**src/rtl/lsu_axi_rd_slv_if.sv**
```systemverilog
// lsu_axi_rd_slv_if: LSU read request (AR) and read response (R) channels
interface lsu_axi_rd_slv_if #(
  parameter int AW  = 10,
  parameter int DW  = 64,
  parameter int IDW = 8
);
  logic [IDW-1:0] lsu_axi_arid;
  logic [AW-1:0]  lsu_axi_araddr;
  logic [7:0]     lsu_axi_arlen;
  logic [2:0]     lsu_axi_arsize;
  logic [1:0]     lsu_axi_arburst;
  logic [2:0]     lsu_axi_arstr;
  logic [7:0]     lsu_axi_arnum;
  logic           lsu_axi_arvld;
  logic           axi_lsu_arrdy;
  logic [IDW-1:0] axi_lsu_rid;
  logic [DW-1:0]  axi_lsu_rdata;
  logic [1:0]     axi_lsu_rresp;
  logic           axi_lsu_rlast;
  logic           axi_lsu_rvld;
  logic           lsu_axi_rrdy;
  modport master (
    output lsu_axi_arid, lsu_axi_araddr, lsu_axi_arlen, lsu_axi_arsize, lsu_axi_arburst,
           lsu_axi_arstr, lsu_axi_arnum, lsu_axi_arvld, lsu_axi_rrdy,
    input  axi_lsu_arrdy, axi_lsu_rid, axi_lsu_rdata, axi_lsu_rresp, axi_lsu_rlast, axi_lsu_rvld
  );
  modport slave (
    input  lsu_axi_arid, lsu_axi_araddr, lsu_axi_arlen, lsu_axi_arsize, lsu_axi_arburst,
           lsu_axi_arstr, lsu_axi_arnum, lsu_axi_arvld, lsu_axi_rrdy,
    output axi_lsu_arrdy, axi_lsu_rid, axi_lsu_rdata, axi_lsu_rresp, axi_lsu_rlast, axi_lsu_rvld
  );
endinterface

```
**src/rtl/lsu_axi_rd_slv.sv**
```systemverilog
// lsu_axi_rd_slv: strided 2-D AXI-style read responder over a 64-bit synchronous SRAM
module lsu_axi_rd_slv #(
  parameter int AW  = 10,
  parameter int DW  = 64,
  parameter int IDW = 8
) (
  input  logic            clk,
  input  logic            rst_n,
  lsu_axi_rd_slv_if.slave bus,
  output logic            mem_rd_en,
  output logic [AW-1:0]   mem_rd_addr,
  input  logic [DW-1:0]   mem_rd_data
);
  typedef enum logic [1:0] {IDLE, ISSUE, DRAIN} state_t;
  state_t state, state_nx;
  logic arrdy, err, inflight, inflight_last, wp, rp;
  logic [IDW-1:0] id;
  logic [AW-1:0] row_base, pitch;
  logic [7:0] len, num, r, b;
  logic [2:0] str;
  logic [1:0] cnt;
  logic [DW-1:0] buf_data [2];
  logic [1:0] buf_resp [2];
  logic buf_last [2];
  logic ar_hs, pop, issue, row_end, last_beat, empty, push, fifo_pop;
  logic [DW-1:0] in_data;
  logic [1:0] in_resp;

  assign ar_hs = bus.lsu_axi_arvld & arrdy;
  assign empty = cnt == 2'd0;
  assign pop = bus.axi_lsu_rvld & bus.lsu_axi_rrdy;
  assign row_end = b == len;
  assign last_beat = row_end && r == num;
  assign pitch = AW'({1'b0, len} + 9'd1) << str;
  assign in_data = err ? '0 : mem_rd_data;
  assign in_resp = err ? 2'b10 : 2'b00;
  assign push = inflight & ~(empty & bus.lsu_axi_rrdy);
  assign fifo_pop = ~empty & bus.lsu_axi_rrdy;

  assign bus.axi_lsu_arrdy = arrdy;
  assign bus.axi_lsu_rid = id;
  assign bus.axi_lsu_rvld = ~empty | inflight;
  assign bus.axi_lsu_rdata = ~empty ? buf_data[rp] : inflight ? in_data : '0;
  assign bus.axi_lsu_rresp = ~empty ? buf_resp[rp] : inflight ? in_resp : 2'b00;
  assign bus.axi_lsu_rlast = ~empty ? buf_last[rp] : inflight & inflight_last;

  // next state and credit-gated SRAM issue; a beat popped this cycle frees its slot
  always_comb begin
    state_nx = state;
    issue = 1'b0;
    case (state)
      IDLE: state_nx = ar_hs ? ISSUE : IDLE;
      ISSUE: begin
        issue = {1'b0, cnt} + {2'b0, inflight} < 3'd2 + {2'b0, pop};
        state_nx = issue && last_beat ? DRAIN : ISSUE;
      end
      DRAIN: state_nx = pop && bus.axi_lsu_rlast ? IDLE : DRAIN;
      default: state_nx = IDLE;
    endcase
    mem_rd_en = issue & ~err;
    mem_rd_addr = mem_rd_en ? row_base + AW'(b) : '0;
  end

  // state register
  always_ff @(posedge clk or negedge rst_n)
    if (!rst_n) state <= IDLE;
    else state <= state_nx;

  // request capture, registered ready and row/beat walk with an incremental row base
  always_ff @(posedge clk or negedge rst_n) begin
    if (!rst_n) begin
      arrdy <= 1'b0;
      id <= '0;
      err <= 1'b0;
      len <= '0;
      num <= '0;
      str <= '0;
      r <= '0;
      b <= '0;
      row_base <= '0;
    end else begin
      arrdy <= state_nx == IDLE;
      if (ar_hs) begin
        id <= bus.lsu_axi_arid;
        row_base <= bus.lsu_axi_araddr;
        len <= bus.lsu_axi_arlen;
        num <= bus.lsu_axi_arnum;
        str <= bus.lsu_axi_arstr;
        err <= bus.lsu_axi_arsize != 3'd3 || bus.lsu_axi_arburst != 2'b01;
        r <= '0;
        b <= '0;
      end else if (issue) begin
        b <= row_end ? 8'd0 : b + 8'd1;
        if (row_end) begin
          r <= r + 8'd1;
          row_base <= row_base + pitch;
        end
      end
    end
  end

  // tracks the SRAM read whose data lands this cycle
  always_ff @(posedge clk or negedge rst_n) begin
    if (!rst_n) begin
      inflight <= 1'b0;
      inflight_last <= 1'b0;
    end else begin
      inflight <= issue;
      inflight_last <= issue & last_beat;
    end
  end

  // output buffer pointers and occupancy; an arriving beat bypasses an empty buffer
  always_ff @(posedge clk or negedge rst_n) begin
    if (!rst_n) begin
      wp <= 1'b0;
      rp <= 1'b0;
      cnt <= 2'd0;
    end else begin
      if (push) wp <= ~wp;
      if (fifo_pop) rp <= ~rp;
      cnt <= cnt + {1'b0, push} - {1'b0, fifo_pop};
    end
  end

  // output buffer storage; slot contents are meaningless while unoccupied
  always_ff @(posedge clk)
    if (push) begin
      buf_data[wp] <= in_data;
      buf_resp[wp] <= in_resp;
      buf_last[wp] <= inflight_last;
    end
endmodule

```
**src/flat_wrapper.sv**
```systemverilog
// flat-port wrapper written by rule: the top's interface ports become plain ports
module lsu_axi_rd_slv_flat 
#(
  parameter int AW  = 10,
  parameter int DW  = 64,
  parameter int IDW = 8
)
  (clk, rst_n, mem_rd_en, mem_rd_addr, mem_rd_data, bus_lsu_axi_arid, bus_lsu_axi_araddr, bus_lsu_axi_arlen, bus_lsu_axi_arsize, bus_lsu_axi_arburst, bus_lsu_axi_arstr, bus_lsu_axi_arnum, bus_lsu_axi_arvld, bus_lsu_axi_rrdy, bus_axi_lsu_arrdy, bus_axi_lsu_rid, bus_axi_lsu_rdata, bus_axi_lsu_rresp, bus_axi_lsu_rlast, bus_axi_lsu_rvld);
  lsu_axi_rd_slv_if #(.AW(AW), .DW(DW), .IDW(IDW)) bus_i ();
  input  logic clk;
  input  logic rst_n;
  output logic mem_rd_en;
  output logic [AW-1:0] mem_rd_addr;
  input  logic [DW-1:0] mem_rd_data;
  input wire logic [$bits(bus_i.lsu_axi_arid)-1:0] bus_lsu_axi_arid;
  input wire logic [$bits(bus_i.lsu_axi_araddr)-1:0] bus_lsu_axi_araddr;
  input wire logic [$bits(bus_i.lsu_axi_arlen)-1:0] bus_lsu_axi_arlen;
  input wire logic [$bits(bus_i.lsu_axi_arsize)-1:0] bus_lsu_axi_arsize;
  input wire logic [$bits(bus_i.lsu_axi_arburst)-1:0] bus_lsu_axi_arburst;
  input wire logic [$bits(bus_i.lsu_axi_arstr)-1:0] bus_lsu_axi_arstr;
  input wire logic [$bits(bus_i.lsu_axi_arnum)-1:0] bus_lsu_axi_arnum;
  input wire logic [$bits(bus_i.lsu_axi_arvld)-1:0] bus_lsu_axi_arvld;
  input wire logic [$bits(bus_i.lsu_axi_rrdy)-1:0] bus_lsu_axi_rrdy;
  output wire logic [$bits(bus_i.axi_lsu_arrdy)-1:0] bus_axi_lsu_arrdy;
  output wire logic [$bits(bus_i.axi_lsu_rid)-1:0] bus_axi_lsu_rid;
  output wire logic [$bits(bus_i.axi_lsu_rdata)-1:0] bus_axi_lsu_rdata;
  output wire logic [$bits(bus_i.axi_lsu_rresp)-1:0] bus_axi_lsu_rresp;
  output wire logic [$bits(bus_i.axi_lsu_rlast)-1:0] bus_axi_lsu_rlast;
  output wire logic [$bits(bus_i.axi_lsu_rvld)-1:0] bus_axi_lsu_rvld;
  assign bus_i.lsu_axi_arid = bus_lsu_axi_arid;
  assign bus_i.lsu_axi_araddr = bus_lsu_axi_araddr;
  assign bus_i.lsu_axi_arlen = bus_lsu_axi_arlen;
  assign bus_i.lsu_axi_arsize = bus_lsu_axi_arsize;
  assign bus_i.lsu_axi_arburst = bus_lsu_axi_arburst;
  assign bus_i.lsu_axi_arstr = bus_lsu_axi_arstr;
  assign bus_i.lsu_axi_arnum = bus_lsu_axi_arnum;
  assign bus_i.lsu_axi_arvld = bus_lsu_axi_arvld;
  assign bus_i.lsu_axi_rrdy = bus_lsu_axi_rrdy;
  assign bus_axi_lsu_arrdy = bus_i.axi_lsu_arrdy;
  assign bus_axi_lsu_rid = bus_i.axi_lsu_rid;
  assign bus_axi_lsu_rdata = bus_i.axi_lsu_rdata;
  assign bus_axi_lsu_rresp = bus_i.axi_lsu_rresp;
  assign bus_axi_lsu_rlast = bus_i.axi_lsu_rlast;
  assign bus_axi_lsu_rvld = bus_i.axi_lsu_rvld;
  lsu_axi_rd_slv #(.AW(AW), .DW(DW), .IDW(IDW)) u_core (.clk(clk), .rst_n(rst_n), .bus(bus_i), .mem_rd_en(mem_rd_en), .mem_rd_addr(mem_rd_addr), .mem_rd_data(mem_rd_data));
endmodule
```
**config.mk**
```make
export PLATFORM = sky130hd
export DESIGN_NAME = lsu_axi_rd_slv_flat
export DESIGN_NICKNAME = d
export VERILOG_FILES = /design/src/rtl/lsu_axi_rd_slv_if.sv /design/src/rtl/lsu_axi_rd_slv.sv /design/src/flat_wrapper.sv
export SDC_FILE = /design/constraint.sdc
export NUM_CORES = 1
export LEC_CHECK = 0
export ABC_AREA = 1
export CAP_MARGIN = 20
export CORE_ASPECT_RATIO = 1.2
export CORE_MARGIN = 10
export CORE_UTILIZATION = 45
export CTS_CLUSTER_DIAMETER = 100
export DETAILED_ROUTE_END_ITERATION = 16
export PLACE_DENSITY_LB_ADDON = 0.1
export SYNTH_ARGS = -nofsm -noshare
export SYNTH_HDL_FRONTEND = slang
export SYNTH_SLANG_ARGS = --single-unit
```
**constraint.sdc**
```tcl
create_clock -name clk -period 6.7 [get_ports clk]
set_input_delay 1.675 -clock clk [delete_from_list [all_inputs] [get_ports clk]]
set_output_delay 1.675 -clock clk [all_outputs]
set_load 0.01 [all_outputs]
```
; Yosys cells after proc, flatten, opt, wreduce, memory -nomap -nowiden
; Memory sizes are Yosys's and may differ from the RTL's.
; Index checks and enable logic that the tools add are counted.
[word_totals]
n_memories = 3
output_inout_bits = 88
ramBits = 134
wordCells = 83
input_bits = 110
register_bits = 63
[classes]
n_eq_ne = 6
n_reduce_logical = 10
bitwise = 14
n_mux = 24
n_lt_le_gt_ge = 1
n_shift = 1
add_sub_neg = 9
[memory_table]
columns = name, words, word_bits, read_ports, rd_clocked_by_memory_dff, write_ports, line
row1 = u_core.buf_data, 2, 64, 1, 0, 1, lsu_axi_rd_slv.sv:22  ; logic [DW-1:0] buf_data [2];
row2 = u_core.buf_resp, 2, 2, 1, 0, 1, lsu_axi_rd_slv.sv:23  ; logic [1:0] buf_resp [2];
row3 = u_core.buf_last, 2, 1, 1, 0, 1, lsu_axi_rd_slv.sv:24  ; logic buf_last [2];
[ops]
columns = cell, n
row1 = $mux 64, 3
row2 = $mux 8, 6
row3 = $mux 10, 4
row4 = $add 8x1->8 const B, 2
row5 = $eq 8x8->1, 2
row6 = $add 10x10->10, 1
row7 = $add 10x8->10, 1
row8 = $mux 2, 5
row9 = $shl 10x3->10, 1
row10 = $add 8x1->9 const B, 1
row11 = $and 1x1->1, 8
row12 = $logic_not 2->1, 3
row13 = $pmux 2 s3, 1
row14 = $mux 1, 5
row15 = $not 1->1, 5
row16 = $reduce_bool 2->1, 2
row17 = $add 2x1->3, 1
row18 = $add 2x1->3 const A, 1
row19 = $logic_and 1x1->1, 3
row20 = $lt 3x3->1, 1
row21 = $ne 3x2->1 const B, 1
row22 = $add 2x1->2, 1
row23 = $eq 2x1->1 const B, 1
row24 = $eq 2x2->1 const B, 1
row25 = 5 further kinds, 5

; Longest topological paths before layout
[logic_depth]
word_depth = 10
ltp_mapped = 21
depth_no_buf = 20

; Worst setup path after synthesis
; No wires, ideal clock.
[synth_timing]
kind = input port to flip-flop
startpoint = in bus_lsu_axi_rrdy
endpoint = mem u_core.buf_data[1][0] (enable)
path_stages = 3
arrival_ps = 4752
setup_ps = 492
setup_slack_ps = 1456
path_buffers = 0
required_ps = 6208
cell_sequence = a21oi_1 > inv_1 > nor2_1
[synth_via]
elab_chain_cells = 5
[synth_rtl]
columns = item, line
row1 = start: declaration, flat_wrapper.sv:23  ; input wire logic [$bits(bus_i.lsu_axi_rrdy)-1:0] bus_lsu_axi_rrdy;
row2 = $and 1x1->1, lsu_axi_rd_slv.sv:37  ; assign push = inflight & ~(empty & bus.lsu_axi_rrdy);
row3 = $not 1->1, lsu_axi_rd_slv.sv:37
row4 = $and 1x1->1, lsu_axi_rd_slv.sv:37
row5 = $mux 1, lsu_axi_rd_slv.sv:128  ; if (push) begin
row6 = $mux 1 (not written as such), lsu_axi_rd_slv.sv:129  ; buf_data[wp] <= in_data;
row7 = end: declaration, lsu_axi_rd_slv.sv:22
; Every way passes these cells.

; Worst setup path after layout
[layout_timing]
startpoint = in bus_lsu_axi_rrdy
endpoint = out mem_rd_addr[7]
[layout_via]
elab_chain_cells = 6
[layout_rtl]
columns = item, line
row1 = $and 1x1->1, lsu_axi_rd_slv.sv:31  ; assign pop = bus.axi_lsu_rvld & bus.lsu_axi_rrdy;
row2 = $add 2x1->3, lsu_axi_rd_slv.sv:54  ; issue = {1'b0, cnt} + {2'b0, inflight} < 3'd2 + {2'b0, pop};
row3 = $lt 3x3->1, lsu_axi_rd_slv.sv:54
row4 = $mux 1, lsu_axi_rd_slv.sv:51  ; case (state)
row5 = $and 1x1->1, lsu_axi_rd_slv.sv:60  ; mem_rd_en = issue & ~err;
row6 = $mux 10, lsu_axi_rd_slv.sv:61  ; mem_rd_addr = mem_rd_en ? row_base + AW'(b) : '0;
row7 = end: declaration, flat_wrapper.sv:13  ; output logic [AW-1:0] mem_rd_addr;
; Every way passes these cells.

==> impl_results.md <==
- PwrDens: 503 nW/um^2
- Cell taking the most area after synthesis: edfxtp_1
- FP Rows: just under 60
- Worst-Margin Slew: approximately 930 ps
- Antenna violations before repair: 0
- Number of global-route vias before repair: roughly 8.2k
- DRC: 0
- Mapped cell area: between 9000 and 10,000 sq um
- IO buf count: between 150 and 200
- Max rail drop VDD: roughly 270 uV
- RSZ-0062 raised after global routing: false
- Buf+Inv Stages, Crit Path: 3
- First-iteration detailed-routing DRC count: 537
- Top post-synthesis cells by count: nand2_1 (238), nor2_1 (184), edfxtp_1 (132), inv_1 (126), o32ai_1 (65)
- Die ar.: 28,300 sq um
- Register area share after synthesis: 0.560
- Worst slack, placed: 1040 ps
- WL final: 26,500 um
- Max stage delay on crit path: approximately 600 ps
- Worst EP arrival: a little under 4000 ps
- Post-synth top flop: edfxtp_1
- Share of the synthesized area in the top cell type: 0.401
- Clk pin slew, worst setup/hold paths: approximately 80 ps
- Via-to-Cell Ratio: approximately 5.2
- Mean Syn Cell Area: between 9 and 10 sq um
- Yosys reg bits: 195
- Antenna Nets Post-Route: 0
- Critical path type: in -> out
- Final core occ: 0.585
- Final WS setup: ~1100 ps
- Initial Utilization: 0.457
- Clock Path Buffers: 2
- Drt pass-1 iters: 5
- Placed instance count: between 1.5k and 2k
- Outcome: completed
- GRT Residual Overflow: 0
- Final setup viols: 0
- Wire length per cell: between 15 and 20 um
- Final hold vios: 0
- Syn_nets: ~1.2k
- Core area: about 22,000 sq um
- Crit-path slowest cell: clkdlybuf4s50_1
- Syn-to-layout area delta: 28.0%
- Diodes inserted: 0
- Pin count of the biggest net entering global routing: 71
- Final Max Tran Viols: 0
- Hold slack: around 480 ps
- Worst Path Max Fanout: 9
- Routed via count: a little over 8k
- Min-Delay Path Class: reg -> reg
- Post-synth EDFFs: between 100 and 150
- Clock Sinks: a little under 200
- Fin cells: between 1.5k and 2k
- Setup bufs post-CTS: 0
- Delay-heaviest family, CP: buffers and inverters
- H-tree depth: 4
- Synth warnings: 0
- Final critical-path required period: approximately 5600 ps
- Fin crit share: 0.843
- Post-DP HPWL: 17,800 um
- Fraction of layout cells with a size suffix above 1: 0.0497
- Die Y-Extent: around 180 um
- Mapped Cells: 1,081
- Nets: about 1.4k
- Fmax: about 180 MHz
- Die width: around 160 um
- Most frequent cell after synthesis: nand2_1
- Post-synthesis async set-or-reset flop share: 0.323
- First-pass GRT wire length: around 42,000 um
- Synth cell types: 41
- P_leak: about 5.4 nW
- Resize count post-CTS: 0
- Slew Limit Headroom: 0.383
- Max-cap violations: 0
- Root Driver: clkbuf_16
- # IOs: a little under 200
- Hold buffer count at CTS: 0
- Top cells by area, synth: edfxtp_1 (40%), dfrtp_1 (16%), nand2_1 (9.0%), nor2_1 (7.0%), o32ai_1 (5.8%)
- Setup TNS: 0 ps
- Crit-path cells: clkdlybuf4s50_1, nand2_1, o21ai_1, nand2_1, nor2_2, nand2_2, nor2_2, inv_1, nor2_1, clkdlybuf4s50_1
- Worst EP required: about 5000 ps
- Final Skew: about 12 ps
- Critical Path Source Type: input port
- CTS tree: done
- Crit end category: output pin
- Inserted Clock Buffers: 17
- Total Routing Usage GR: 0.186
- Worst-Skew Late Latency: between 400 and 500 ps
- GPL Wtd Cong: between 0.8 and 0.9
## where the power goes
part | total (mW) | internal [mW] | switching, mW
clock network | 1.00 | 0.516 | 0.489
registers | 2.07 | 1.80 | 0.267
logic | 3.30 | 1.40 | 1.90
## layer usage
layer  up-vias  global-route usage  wire length (um)
li1       3995                   -                 -
met3        28              0.0482              1860
met5         -                   0                 0
met2       252               0.325             13400
met4         0              0.0600               442
met1      3767               0.218             10800
## registers in the layout, indices dropped and copies added, names as in the netlist
name	cells
u_core.rp	1
u_core.wp	1
u_core.err	1
u_core.row_base	10
u_core.buf_last	2
u_core.str	3
u_core.b	8
u_core.bus.axi_lsu_rid	8
u_core.buf_resp	2
u_core.state	2
u_core.cnt	2
u_core.r	8
u_core.inflight	1
u_core.bus.axi_lsu_arrdy	1
u_core.buf_data	128
u_core.len	8
u_core.inflight_last	1
u_core.num	8
## worst register-to-register path: stages (launching register included)
cell     delay (ps)
dfrtp_1         480
ha_1            220
nand2_1         100
o21ai_0         230
nand3_1         130
nand3_1         120
nand2_1          70
nand2_1          60
o21ai_0         130
ha_1            390
inv_1            90
nor3_1          280
nand3_1         120
nand3_1         190
inv_1            60
nand3_1          80
nand3_1          70
nand2_1          70
nand2_1          40
## per-stage QoR
step	instance area (sq um)	total power, mW
after floorplan	9890	4.08
after global placement	12100	5.40
after detailed placement	12100	5.43
after CTS	12700	6.45
after global routing	12700	6.90
final	12700	6.37
## final cells by class
cell class / instances / area [sq um]
fill: 1954 / 8970
sequential: 195 / 5540
multi-input combinational: 704 / 3650
timing repair buffer: 208 / 2050
inverter: 129 / 487
clock buffer: 18 / 429
tap: 274 / 343
clock inverter: 14 / 159
## layout by cell type, fill, tap and decap left out, drive strengths merged, types with 8 or more instances in the layout
master / netlist / layout
nand2: 242 / 242
clkdlybuf4s50: 0 / 195
nor2: 187 / 187
inv: 127 / 134
edfxtp: 132 / 132
o32ai: 65 / 65
dfrtp: 63 / 63
o21ai: 46 / 46
nand3: 37 / 37
a21oi: 29 / 29
ha: 24 / 24
clkbuf: 33 / 18
xnor2: 16 / 16
buf: 20 / 13
nor3: 9 / 9
xor2: 8 / 8
clkinv: 2 / 8
## path summary, 6_finish.rpt
path | startpoint | slack [ps] | to | cells after the start
min reg2reg | u_core.bus.axi_lsu_rid[6] | 480 | u_core.bus.axi_lsu_rid[6] | 2
max in group asynchronous | rst_n | 4690 | u_core.rp | 2
min | u_core.bus.axi_lsu_rid[6] | 480 | u_core.bus.axi_lsu_rid[6] | 2
max reg2reg | u_core.len[0] | 3660 | u_core.row_base[9] | 18
max | bus_lsu_axi_rrdy | 1050 | mem_rd_addr[7] | 10
min in group asynchronous | rst_n | 1390 | u_core.str[0] | 2
## cells by family (layout without fill, tap and decap cells)
logic type,Yosys count,after routing,share of synthesized area
simple gates,488,488,0.198
flops,195,195,0.560
buf+inv,182,369,0.0720
compound gates,165,165,0.114
fa+ha+maj,26,26,0.0344
xor+xnor,24,24,0.0213
other cells,1,1,0.000379
Note: power is estimated with default switching activity, not from simulation.
